File: src/rtl/led_bank_ctrl.sv
// Two-bank LED controller: per-channel off/on/blink/PWM modes, valid/ready config port, broadcast sweep.
// Optional LED_READBACK_EN adds a registered configuration readback port (rd_addr/rd_data).
module led_bank_ctrl #(
  parameter int unsigned LEDR_W       = 10,
  parameter int unsigned LEDG_W       = 10,
  parameter int unsigned PWM_W        = 8,
  parameter int unsigned TICK_DIV     = 500,
  parameter int unsigned BLINK_FRAMES = 64,
  parameter int unsigned ADDR_W       = 5
) (
  input  logic                clk,
  input  logic                rst,
  input  logic                cfg_valid,
  output logic                cfg_ready,
  input  logic [ADDR_W-1:0]   cfg_addr,
  input  logic [PWM_W+1:0]    cfg_data,
`ifdef LED_READBACK_EN
  input  logic [ADDR_W-1:0]   rd_addr,
  output logic [PWM_W+1:0]    rd_data,
`endif
  output logic [LEDR_W-1:0]   LEDR,
  output logic [LEDG_W-1:0]   LEDG
);

  localparam int unsigned NCH    = LEDR_W + LEDG_W;
  localparam int unsigned CW     = PWM_W + 2;
  localparam int unsigned PH_MAX = (2 ** PWM_W) - 2;
  localparam int unsigned TW     = (TICK_DIV > 1) ? $clog2(TICK_DIV) : 1;
  localparam int unsigned BW     = (BLINK_FRAMES > 1) ? $clog2(BLINK_FRAMES) : 1;
  localparam int unsigned IW     = (NCH > 1) ? $clog2(NCH) : 1;

  typedef enum logic [1:0] {MODE_OFF, MODE_ON, MODE_BLINK, MODE_PWM} mode_t;
  typedef enum logic {ST_IDLE, ST_SWEEP} state_t;

  state_t            state_q, state_d;
  logic [IW-1:0]     idx_q, idx_d;
  logic              ready_q, ready_d;
  logic [CW-1:0]     bdata_q, bdata_d;
  logic              pend_q, pend_d;
  logic [IW-1:0]     paddr_q, paddr_d;
  logic [CW-1:0]     pdata_q, pdata_d;
  logic [CW-1:0]     cfg_q [NCH];
  logic [CW-1:0]     cfg_d [NCH];
  logic [TW-1:0]     tick_q, tick_d;
  logic [PWM_W-1:0]  phase_q, phase_d;
  logic [BW-1:0]     bcnt_q, bcnt_d;
  logic              blink_q, blink_d;
  logic [NCH-1:0]    led_q, led_d;

  logic accept, step, frame_end, blink_wrap;

  // Handshake / sweep FSM; unicast writes are staged one cycle before hitting the channel file.
  always_comb begin
    state_d = state_q;
    idx_d   = idx_q;
    ready_d = ready_q;
    bdata_d = bdata_q;
    pend_d  = 1'b0;
    paddr_d = paddr_q;
    pdata_d = pdata_q;
    accept  = cfg_valid && ready_q;
    case (state_q)
      ST_IDLE: begin
        if (accept) begin
          if (cfg_addr == '1) begin
            state_d = ST_SWEEP;
            ready_d = 1'b0;
            idx_d   = '0;
            bdata_d = cfg_data;
          end else if (cfg_addr < ADDR_W'(NCH)) begin
            pend_d  = 1'b1;
            paddr_d = IW'(cfg_addr);
            pdata_d = cfg_data;
          end
        end
      end
      ST_SWEEP: begin
        if (idx_q == IW'(NCH - 1)) begin
          state_d = ST_IDLE;
          ready_d = 1'b1;
          idx_d   = '0;
        end else begin
          idx_d = idx_q + 1'b1;
        end
      end
      default: begin
        state_d = ST_IDLE;
        ready_d = 1'b1;
        idx_d   = '0;
      end
    endcase
  end

  // A staged unicast and a sweep write can never coincide: both start from an IDLE accept.
  always_comb begin
    cfg_d = cfg_q;
    if (pend_q) begin
      cfg_d[paddr_q] = pdata_q;
    end else if (state_q == ST_SWEEP) begin
      cfg_d[idx_q] = bdata_q;
    end
  end

  always_comb begin
    step       = (tick_q == TW'(TICK_DIV - 1));
    tick_d     = step ? '0 : tick_q + 1'b1;
    frame_end  = step && (phase_q == PWM_W'(PH_MAX));
    phase_d    = phase_q;
    if (step) phase_d = frame_end ? '0 : phase_q + 1'b1;
    blink_wrap = frame_end && (bcnt_q == BW'(BLINK_FRAMES - 1));
    bcnt_d     = bcnt_q;
    if (frame_end) bcnt_d = blink_wrap ? '0 : bcnt_q + 1'b1;
    blink_d    = blink_q ^ blink_wrap;
  end

  always_comb begin
    led_d = '0;
    for (int unsigned i = 0; i < NCH; i++) begin
      case (mode_t'(cfg_q[i][CW-1:PWM_W]))
        MODE_OFF:   led_d[i] = 1'b0;
        MODE_ON:    led_d[i] = 1'b1;
        MODE_BLINK: led_d[i] = blink_q;
        MODE_PWM:   led_d[i] = (phase_q < cfg_q[i][PWM_W-1:0]);
        default:    led_d[i] = 1'b0;
      endcase
    end
  end

  always_ff @(posedge clk or posedge rst) begin
    if (rst) begin
      state_q <= ST_IDLE;
      idx_q   <= '0;
      ready_q <= 1'b1;
      bdata_q <= '0;
      pend_q  <= 1'b0;
      paddr_q <= '0;
      pdata_q <= '0;
      for (int unsigned i = 0; i < NCH; i++) cfg_q[i] <= '0;
      tick_q  <= '0;
      phase_q <= '0;
      bcnt_q  <= '0;
      blink_q <= 1'b0;
      led_q   <= '0;
    end else begin
      state_q <= state_d;
      idx_q   <= idx_d;
      ready_q <= ready_d;
      bdata_q <= bdata_d;
      pend_q  <= pend_d;
      paddr_q <= paddr_d;
      pdata_q <= pdata_d;
      cfg_q   <= cfg_d;
      tick_q  <= tick_d;
      phase_q <= phase_d;
      bcnt_q  <= bcnt_d;
      blink_q <= blink_d;
      led_q   <= led_d;
    end
  end

  assign cfg_ready = ready_q;
  assign LEDR      = led_q[LEDR_W-1:0];
  assign LEDG      = led_q[NCH-1:LEDR_W];

`ifdef LED_READBACK_EN
  logic [CW-1:0] rd_q, rd_d;

  // Reads the current file, so a same-cycle write to the same channel returns the old value.
  always_comb begin
    rd_d = '0;
    if (rd_addr < ADDR_W'(NCH)) rd_d = cfg_q[IW'(rd_addr)];
  end

  always_ff @(posedge clk or posedge rst) begin
    if (rst) rd_q <= '0;
    else     rd_q <= rd_d;
  end

  assign rd_data = rd_q;
`endif

endmodule
File: config.mk
export PLATFORM = sky130hd
export DESIGN_NAME = led_bank_ctrl
export DESIGN_NICKNAME = d
export VERILOG_FILES = /design/src/rtl/led_bank_ctrl.sv
export SDC_FILE = /design/constraint.sdc
export NUM_CORES = 1
export LEC_CHECK = 0
export CAP_MARGIN = 40
export CORE_MARGIN = 2
export CORE_UTILIZATION = 34
export DETAILED_ROUTE_END_ITERATION = 10
export DONT_BUFFER_PORTS = 1
export SYNTH_ARGS = -nofsm -noshare
export SYNTH_HDL_FRONTEND = slang
export SYNTH_SLANG_ARGS = --single-unit
File: constraint.sdc
create_clock -name clk -period 18.55 [get_ports clk]
set_input_delay 3.71 -clock clk [delete_from_list [all_inputs] [get_ports clk]]
set_output_delay 3.71 -clock clk [all_outputs]
set_load 0.02 [all_outputs]
==> impl_metrics.prom <==
# TYPE chip_impl_metric gauge
chip_impl_metric{name="min_delay_path_depth",unit=""} 1
chip_impl_metric{name="cts_htree_levels",unit=""} 2
chip_impl_metric{name="final_nets",unit=""} 1830
chip_impl_metric{name="cts.repair.resized",unit=""} 0
chip_impl_metric{name="floorplan.initialDensity",unit="%"} 34.4
chip_impl_metric{name="die-area",unit="µm²"} 50100
chip_impl_metric{name="fin_skew",unit="ns"} 0.0122
chip_impl_metric{name="numClockSinks",unit=""} 277
chip_impl_metric{name="timing.final.hold_violations",unit=""} 0
chip_impl_info{name="timing.rr.start",value="paddr_q[4]$_DFFE_PP0P_"} 1
chip_impl_metric{name="crit_arrival",unit="ns"} 1.14
chip_impl_metric{name="finalSetupViolations",unit=""} 0
chip_impl_metric{name="synthesis.area",unit="µm²"} 16400
chip_impl_metric{name="timing.critical_path.fanout_max",unit=""} 3
chip_impl_metric{name="syn-num-nets",unit=""} 1861
chip_impl_info{name="setup.worst_path.start_class",value="register"} 1
chip_impl_metric{name="grt_pass1_wl",unit="µm"} 75600
chip_impl_metric{name="routed_via_density",unit=""} 5.79
chip_impl_metric{name="remaining_drc_errors",unit=""} 0
chip_impl_metric{name="ant_nets",unit=""} 0
chip_impl_info{name="setup.worst_path.class",value="reg2out"} 1
chip_impl_metric{name="ff2ff_path_depth",unit=""} 5
chip_impl_metric{name="fp.dieW",unit="µm"} 224
chip_impl_metric{name="regArea",unit="µm²"} 6930
chip_impl_metric{name="clock_path_buffers",unit=""} 3
chip_impl_metric{name="place_congestion",unit=""} 0.851
chip_impl_metric{name="overall_via_count_from_detail_route",unit=""} 13300
chip_impl_info{name="hp-start",value="tick_q[0]$_DFF_PP0_"} 1
chip_impl_metric{name="dp.final_hpwl",unit="µm"} 30500
chip_impl_metric{name="yosysTopAreaCellShare",unit="%"} 42.0
chip_impl_info{name="status",value="complete, no violations"} 1
chip_impl_metric{name="ctsHoldBuffers",unit=""} 0
chip_impl_info{name="r2r-end",value="cfg_q[189]$_DFFE_PP0P_"} 1
chip_impl_metric{name="ys_async_sr_fraction",unit="%"} 100
chip_impl_metric{name="track_usage",unit="%"} 19.1
chip_impl_metric{name="synth.lib_cells_used.distinct",unit=""} 65
chip_impl_info{name="netlist_top_cells_area",value="sky130_fd_sc_hd__dfrtp_1 42%, sky130_fd_sc_hd__ha_1 11%, sky130_fd_sc_hd__a221oi_1 7.0%, sky130_fd_sc_hd__a21oi_1 7.0%, sky130_fd_sc_hd__inv_1 3.5%"} 1
chip_impl_metric{name="tns",unit="ns"} 0
chip_impl_metric{name="clk_transition_reported_paths",unit="ns"} 0.05
chip_impl_info{name="synth_common_cells",value="276 x sky130_fd_sc_hd__dfrtp_1, 229 x sky130_fd_sc_hd__a21oi_1, 154 x sky130_fd_sc_hd__inv_1"} 1
chip_impl_metric{name="p_leak",unit="nW"} 8.29
chip_impl_info{name="cts_tree",value="done"} 1
chip_impl_info{name="postSynth.topFlopCell",value="sky130_fd_sc_hd__dfrtp_1"} 1
chip_impl_metric{name="final_util",unit="%"} 38.5
chip_impl_metric{name="maxSlewHeadroom",unit="%"} 40.0
chip_impl_metric{name="grt_antenna_before_repair",unit=""} 0
chip_impl_metric{name="yosys_register_bits",unit=""} 277
chip_impl_info{name="crit_path_end_kind",value="output pin"} 1
chip_impl_metric{name="n_fill_cell",unit=""} 4596
chip_impl_info{name="setup.worst_path.start",value="cfg_ready$_DFFE_PP1P_"} 1
chip_impl_metric{name="post-route-min-period",unit="ns"} 4.85
chip_impl_metric{name="grt_start_max_net_pins",unit=""} 108
chip_impl_metric{name="cap_viol_max_count",unit=""} 0
chip_impl_metric{name="die-height",unit="µm"} 224
chip_impl_metric{name="synth_warnings",unit=""} 0
chip_impl_metric{name="multi_input_area",unit="µm²"} 8350
chip_impl_metric{name="total_gr_overflow",unit=""} 0
chip_impl_metric{name="design.core.area",unit="µm²"} 47700
chip_impl_metric{name="cts_setup_buffers",unit=""} 0
chip_impl_metric{name="numCtsBuffers",unit=""} 35
chip_impl_metric{name="drt_pass1_iterations",unit=""} 6
chip_impl_metric{name="slew_violations",unit=""} 0
chip_impl_metric{name="drt_iter0_markers",unit=""} 1227
chip_impl_metric{name="power.density_cell_area",unit="nW/µm²"} 118
chip_impl_metric{name="synth_edf_count",unit=""} 0
chip_impl_info{name="min_delay_worst_endpoint",value="tick_q[0]$_DFF_PP0_"} 1
chip_impl_metric{name="netlist_instances",unit=""} 1695
chip_impl_metric{name="mean_post_synth_cell_area",unit="µm²"} 9.70
chip_impl_info{name="rsz_0062_raised_after_global_routing",value="false"} 1
chip_impl_info{name="synth_most_common_cell",value="sky130_fd_sc_hd__dfrtp_1"} 1
chip_impl_metric{name="fmax",unit="MHz"} 206
chip_impl_metric{name="row_count",unit=""} 80
chip_impl_metric{name="floorplan.io_pins",unit=""} 39
chip_impl_metric{name="drive_above_1_share",unit="%"} 11.8
chip_impl_metric{name="portBuffers",unit=""} 0
chip_impl_metric{name="wire_per_inst",unit="µm"} 20.5
chip_impl_info{name="root_buffer",value="sky130_fd_sc_hd__clkbuf_16"} 1
chip_impl_metric{name="period_share",unit="%"} 26.1
chip_impl_metric{name="seq_area_frac_synth",unit="%"} 42.2
chip_impl_metric{name="worstPathRequired",unit="ns"} 14.84
chip_impl_metric{name="first_global_vias",unit=""} 13200
chip_impl_metric{name="timing.critical_path.depth",unit=""} 0
chip_impl_metric{name="wirelength",unit="µm"} 47200
chip_impl_metric{name="reg2reg_slack",unit="ns"} 16.00
chip_impl_metric{name="worstMarginPinSlew",unit="ns"} 0.900
chip_impl_metric{name="clk_latency",unit="ns"} 0.54
chip_impl_metric{name="ir_drop",unit="µV"} 73.7
chip_impl_info{name="synth_area_leader_cell",value="sky130_fd_sc_hd__dfrtp_1"} 1
chip_impl_info{name="min_path_type",value="reg2reg"} 1
chip_impl_metric{name="area_delta_synth_final",unit="%"} 12.0
chip_impl_metric{name="diode_count",unit=""} 0
==> stage by stage <==
stage	power [mW]	hold slack [ns]	area, µm²	instances	setup slack [ns]
3_5_place_dp	1.47	0.472	17200	2242	13.31
6_report	2.18	0.474	18400	2301	13.70
5_1_grt	2.32	0.498	18400	2301	13.67
2_1_floorplan	1.28	0.439	16400	1695	7.20
4_1_cts	2.19	0.480	18400	2301	13.68
3_3_place_gp	1.43	0.457	17100	2232	12.65
==> how the worst max path moves through the flow <==
stage	end	slack, ns
3_3_place_gp	tick_q[5]$_DFF_PP0_	12.65
6_report	cfg_ready	13.70
5_1_grt	cfg_ready	13.67
4_1_cts	cfg_ready	13.68
2_1_floorplan	bcnt_q[0]$_DFFE_PP0N_	7.20
3_5_place_dp	tick_q[4]$_DFF_PP0_	13.31
==> sequential cells by signal, summed over array words and instances (netlist names) <==
name / count
phase_q: 8
idx_q: 5
state_q: 1
pdata_q: 10
cfg_ready: 1
bdata_q: 10
pend_q: 1
blink_q: 1
tick_q: 9
paddr_q: 5
cfg_q: 200
led_q: 20
bcnt_q: 6
==> report_power, final <==
group / leakage (nW) / internal (mW) / switching, mW
logic: 4.02 / 0.227 / 0.405
clock network: 0.580 / 0.438 / 0.273
registers: 3.68 / 0.750 / 0.0832
total: 8.29 / 1.41 / 0.761
==> cells in the final DEF, fill, tap and decap left out, drive strengths merged, types with 4 or more instances in the layout <==
cell / netlist / routed
nor2b: 15 / 15
a32o: 10 / 10
nand3b: 8 / 8
o21ai: 91 / 91
nand2: 101 / 101
dfrtp: 276 / 276
clkbuf: 68 / 48
nand4: 47 / 47
ha: 148 / 148
inv: 154 / 154
a221oi: 131 / 131
nor4: 5 / 5
a22oi: 58 / 58
clkinv: 0 / 6
a21oi: 229 / 229
a211oi: 7 / 7
a21o: 24 / 24
a32oi: 18 / 18
mux2: 36 / 36
nor4bb: 5 / 5
xnor2: 8 / 8
nor3: 11 / 11
nand2b: 39 / 39
bufinv: 0 / 4
nand3: 9 / 9
and2: 15 / 15
buf: 66 / 66
o31ai: 4 / 4
and3: 5 / 5
and4bb: 8 / 8
and4b: 4 / 4
nor2: 41 / 41
mux2i: 23 / 23
==> final cells by class <==
cell class	instances	share of cell area, %
inverter	154	3.18
timing repair buffer	66	3.16
sequential	277	37.7
tap	615	4.18
clock buffer	48	5.53
clock inverter	11	0.898
multi-input combinational	1130	45.4
==> cells by family after synthesis <==
family | after synthesis | synth area share (%)
buffers and inverters | 288 | 7.24
adders and majority gates | 148 | 11.3
and+or+nand+nor | 328 | 11.6
muxes | 59 | 3.87
DFF | 277 | 42.2
AOI/OAI and AO/OA | 586 | 23.3
xor gates and xnor gates | 9 | 0.480
==> routing by layer <==
layer	track usage, %	part of all wire, %
met1	27.2	46
met2	29.7	45
met3	3.42	6.6
met4	5.72	2.9
met5	0	0
No activity file was read; power rests on OpenSTA's default activity.
